==> src/rtl/mac_vector_sequencer.sv <==
// Sequencer for one MAC lane: buffers an input frame, replays it against every
// output index's weights, frames the sums with new_sum and collects the results.
module mac_vector_sequencer #(
  parameter int LOG2_NO_VECS = 2,
  parameter int BW_IN        = 16,
  parameter int BW_W         = 2,
  parameter int BW_OUT       = 16,
  parameter int NUM_CYC      = 32,
  parameter int NUM_OUT      = 8,
  parameter int RES_LAT      = 4,
  localparam int NO_VECS     = 1 << LOG2_NO_VECS,
  localparam int AW          = $clog2(NUM_OUT * NUM_CYC),
  localparam int IW          = (NUM_OUT > 1) ? $clog2(NUM_OUT) : 1
) (
  input  logic                      clk,
  input  logic                      rst,
  input  logic                      in_vld,
  output logic                      in_rdy,
  input  logic [NO_VECS*BW_IN-1:0]  in_data,
  output logic [AW-1:0]             w_addr,
  input  logic [NO_VECS*BW_W-1:0]   w_data,
  output logic                      mac_new_sum,
  output logic [NO_VECS*BW_IN-1:0]  mac_data,
  output logic [NO_VECS*BW_W-1:0]   mac_w,
  input  logic [BW_OUT-1:0]         mac_result,
  output logic                      out_vld,
  output logic [BW_OUT-1:0]         out_data,
  output logic [IW-1:0]             out_idx,
  output logic                      busy
);

  localparam int CW = $clog2(NUM_CYC);
  localparam logic [CW-1:0] LAST_C = CW'(NUM_CYC - 1);
  localparam logic [IW-1:0] LAST_O = IW'(NUM_OUT - 1);

  typedef enum logic [1:0] {LOAD, RUN, FLUSH, DRAIN} state_t;

  state_t state, state_nxt;

  logic [NO_VECS*BW_IN-1:0] buffer [NUM_CYC];
  logic [CW-1:0]            ld_cnt;
  logic [CW-1:0]            c;
  logic [IW-1:0]            o;
  logic [AW-1:0]            addr;
  logic                     iss_vld;
  logic                     tag_push;
  logic [RES_LAT-1:0]       tags;
  logic [IW-1:0]            res_cnt;
  logic                     accept;
  logic                     tag_exit;

  assign accept   = in_vld && in_rdy;
  assign tag_exit = tags[RES_LAT-1];
  assign w_addr   = addr;
  // The ROM output is already registered and arrives in the issue cycle, so it
  // is gated rather than re-registered to stay aligned with mac_data.
  assign mac_w    = iss_vld ? w_data : '0;

  always_comb begin
    state_nxt = state;
    in_rdy    = 1'b0;
    busy      = 1'b1;
    case (state)
      LOAD: begin
        in_rdy = 1'b1;
        busy   = 1'b0;
        if (accept && ld_cnt == LAST_C) state_nxt = RUN;
      end
      RUN:     if (c == LAST_C && o == LAST_O) state_nxt = FLUSH;
      FLUSH:   state_nxt = DRAIN;
      DRAIN:   if (tag_exit && res_cnt == LAST_O) state_nxt = LOAD;
      default: state_nxt = LOAD;
    endcase
  end

  always_ff @(posedge clk) begin
    if (accept) buffer[ld_cnt] <= in_data;
  end

  always_ff @(posedge clk or posedge rst) begin
    if (rst) begin
      state       <= LOAD;
      ld_cnt      <= '0;
      c           <= '0;
      o           <= '0;
      addr        <= '0;
      iss_vld     <= 1'b0;
      mac_new_sum <= 1'b0;
      mac_data    <= '0;
      tag_push    <= 1'b0;
      tags        <= '0;
      res_cnt     <= '0;
      out_vld     <= 1'b0;
      out_data    <= '0;
      out_idx     <= '0;
    end else begin
      state <= state_nxt;

      if (accept) ld_cnt <= (ld_cnt == LAST_C) ? '0 : ld_cnt + 1'b1;

      iss_vld     <= 1'b0;
      mac_new_sum <= 1'b0;
      mac_data    <= '0;
      tag_push    <= 1'b0;
      if (state == RUN) begin
        iss_vld     <= 1'b1;
        mac_data    <= buffer[c];
        mac_new_sum <= (c == '0);
        // The first sum of a frame has nothing before it to close.
        tag_push    <= (c == '0) && (o != '0);
        if (c == LAST_C) begin
          c    <= '0;
          o    <= (o == LAST_O) ? '0 : o + 1'b1;
          addr <= (o == LAST_O) ? '0 : addr + 1'b1;
        end else begin
          c    <= c + 1'b1;
          addr <= addr + 1'b1;
        end
      end else if (state == FLUSH) begin
        mac_new_sum <= 1'b1;
        tag_push    <= 1'b1;
      end

      tags[0] <= tag_push;
      for (int unsigned i = 1; i < RES_LAT; i++) tags[i] <= tags[i-1];

      out_vld <= tag_exit;
      if (tag_exit) begin
        out_data <= mac_result;
        out_idx  <= res_cnt;
        res_cnt  <= (res_cnt == LAST_O) ? '0 : res_cnt + 1'b1;
      end
    end
  end

endmodule

==> config.mk <==
export PLATFORM = sky130hd
export DESIGN_NAME = mac_vector_sequencer
export DESIGN_NICKNAME = d
export VERILOG_FILES = /design/src/rtl/mac_vector_sequencer.sv
export SDC_FILE = /design/constraint.sdc
export NUM_CORES = 2
export LEC_CHECK = 0
export ABC_AREA = 1
export BUFFER_PORTS_ARGS = -buffer_cell sky130_fd_sc_hd__clkbuf_2
export CORE_MARGIN = 2
export CORE_UTILIZATION = 24
export DETAILED_ROUTE_END_ITERATION = 10
export PLACE_DENSITY_LB_ADDON = 0.2
export RECOVER_POWER = 100
export REMOVE_ABC_BUFFERS = 1
export SYNTH_ARGS = -nofsm -noshare
export SYNTH_HDL_FRONTEND = slang
export SYNTH_SLANG_ARGS = --single-unit
==> constraint.sdc <==
create_clock -name clk -period 7.64 [get_ports clk]
set_input_delay 0.764 -clock clk [delete_from_list [all_inputs] [get_ports clk]]
set_output_delay 0.764 -clock clk [all_outputs]
set_load 0.01 [all_outputs]
==> impl_results.md <==
- Outcome: finished with violations
- Failing checks: capacitance limit, slew limit
- Period utilization: 75.91%
- Synthesized netlist cell count: 9191
- Post-synth cell types: 24
- Overall global routing resource usage: 14.31%
- Syn avg cell area: 10.07 um2
- Post-Route Setup TNS: 0 ns
- Non-Filler Instances: 14600
- Post-DP HPWL: 145600 um
- WL met2: 133200 um
- CTS max path bufs: 4
- Post-Synth Simple-Gate Area: 20.72%
- #FFs+latches synth: 2165
- CTS root buffer: clkbuf_16
- Power per cell area: 339.9 mW/mm2
- Peak supply drop: 356.5 uV
- Compound-Gate Fraction of Synth Area: 0.8770%
- CTS clk-pin slew, worst paths: 0.06 ns
- Slew Viols, Final: 3225
- CTS buffer count: 242
- Starting Density: 24.06%
- Max-slew headroom: -172.4%
- CTS tree: built
- Layout area overhead: 15.17%
- Max cap viols: 101
- Synth Warn #: 0
- Hold slack: 0.07647 ns
- Drt first pass iters: 5
- Max frequency: 0.1724 GHz
- Hold Path Depth: 3
- Chip height: 625.1 um
- Row count: 228
- Number of port buffers: 193
- Crit-path max FO: 191
- Combinational family with the most area after synthesis: simple AND/OR/NAND/NOR gates
- Top sig layer: met5
- Metal-1 WL: 130000 um
- Drt wl/cell: 19.54 um
- RSZ-0062 raised after global routing: no
- Min-delay src: mac_result[10]
- CP endpoint kind: flop
- Sequential element share of the synthesized area: 69.58%
- Cells after DPL: 14130
- Hold WC Path Type: input pin to flop
- Worst R2R Setup Slack: 1.84 ns
- Setup Buffers After CTS: 0
- H-tree depth: 4
- Worst hold endpoint: out_data[10]
- Die ar.: 0.3908 mm2
- Post-synthesis adder-cell area fraction: 0.2567%
- GRT Residual Overflow: 0
- Core area: 0.3848 mm2
- Pwr Total: 36.25 mW
- Data required time of the worst path: 8.41 ns
- Commonest non-fill, non-tap cell in the layout: nand2_1
- Setup Crit Path Kind: flop to flop
- Worst Tran Pin Value: 4.086 ns
- Final Core Density: 27.71%
- Leakage power: 45.98 nW
- Later-pin clock latency in the skew report: 0.91 ns
- Commonest cells after routing, fill and taps aside: nand2_1 (4004), edfxtp_1 (2048), inv_1 (1576), nand3_1 (782), clkbuf_1 (263)
- Final hold violation count: 0
- Initial antenna violation count: 30
- Ports: 194
- Xor/xnor share of the synthesized area: 0%
- R2R depth: 9
- RR Endpoint: mac_data[1]
- Multiplexer share of the synthesized area: 0%
- Cell Area, Synth: 0.09259 mm2
- Startpoint Class: flop
- Fin crit period: 5.799 ns
- Total wire length: 285400 um
- First-pass GRT wire length: 413800 um
- Max Clock Skew: 0.04520 ns
- Worst EP arrival: 6.57 ns
- ANT nets after route: 0
- R2r startpoint: c[0]
- Drt first-iter violations: 4213
- Avg Vias per Cell: 4.139
- Clock sinks: 2165
- Pin count of the biggest net entering global routing: 205
- Met3 routed WL: 13940 um
- Post-cts resize count: 0
- Layout cells sized above 1: 4.846%
- Fillers: 40080
- Die X: 625.1 um
- DRC violations left: 0
- Vias after detailed routing: 60430
- # hold bufs at CTS: 15
- RD Place Congestion: 0.7495
- # nets final: 9437
- Vias in the first global route: 59280
- Finish-stage setup viols: 0
-- routing by layer --
| layer | vias up | GRT usage [%] |
|---|---|---|
| li1 | 29210 | - |
| met1 | 29590 | 19.31 |
| met5 | - | 0 |
| met3 | 399 | 2.167 |
| met2 | 1209 | 23.74 |
| met4 | 24 | 4.001 |
-- through the flow --
stage | worst slack [ns] | cell area [um2]
finish | 1.841 | 106600
global route | 1.550 | 106600
CTS | 3.286 | 107200
detailed placement | 3.238 | 99130
global placement | 3.217 | 99130
floorplan | -35.78 | 90600
-- logic make-up after synthesis --
family	count (synthesis)
compound gates	161
fa+ha+maj	19
buf+inv	2001
flops	2165
simple gates	4845
-- sequential cells by signal, indices dropped and copies added, names as in the netlist --
register     flops
mac_new_sum      1
tag_push         1
buffer        2048
iss_vld          1
tags             4
out_idx          3
out_data        16
ld_cnt           5
w_addr           8
out_vld          1
state            2
res_cnt          3
o                3
mac_data        64
c                5
-- worst max-delay path by stage --
stage | to | startpoint
floorplan | mac_new_sum | c[0]
global placement | buffer[12][9] | in_vld
detailed placement | buffer[12][18] | in_vld
CTS | buffer[12][53] | state[0]
global route | mac_data[52] | c[0]
finish | mac_data[1] | c[0]
-- synth_stat cells (all sizes together) --
cell,instances,area share [%]
a21boi,1,0.0081
clkbuf,89,0.36
a21oi,8,0.043
clkinv,2,0.0095
nand3,782,4.2
buf,329,1.8
o21bai,1,0.0081
inv,1581,6.4
dfrtp,117,3.2
nor2,46,0.19
o22ai,1,0.0068
nor3,12,0.065
o21ai,150,0.81
nand2,4004,16
ha,19,0.26
edfxtp,2048,66
nand4,1,0.0068
-- layout make-up --
type                            instances  area, um2  area share, %
Antenna cell                            7      17.52        0.01643
Multi-Input combinational cell       5025      20330          19.06
Sequential cell                      2165      64430          60.42
Inverter                             1583       5987          5.614
Tap cell                             5060       6331          5.937
Clock buffer                          326       6676          6.261
Timing Repair Buffer                  310       1653          1.550
Clock inverter                        125       1210          1.135
-- worst max-delay path, stage by stage, from the launching register on --
cell and delay [ns]:
dfrtp_1 1.88, clkbuf_2 1.55, buf_12 0.70, nand2_1 0.15
nand3_1 0.14, nand2_1 0.09, nand2_1 0.06, nand2_1 0.06
o21ai_0 0.48, nand2_1 0.13
-- where the power goes --
| group | leakage [nW] | total (mW) | internal [mW] | switching, mW |
|---|---|---|---|---|
| clock network | 3.88 | 11.7 | 6.83 | 4.91 |
| registers | 20.0 | 13.9 | 13.6 | 0.316 |
| logic | 22.1 | 10.6 | 2.69 | 7.94 |
Power figures use the tool's default switching activity.
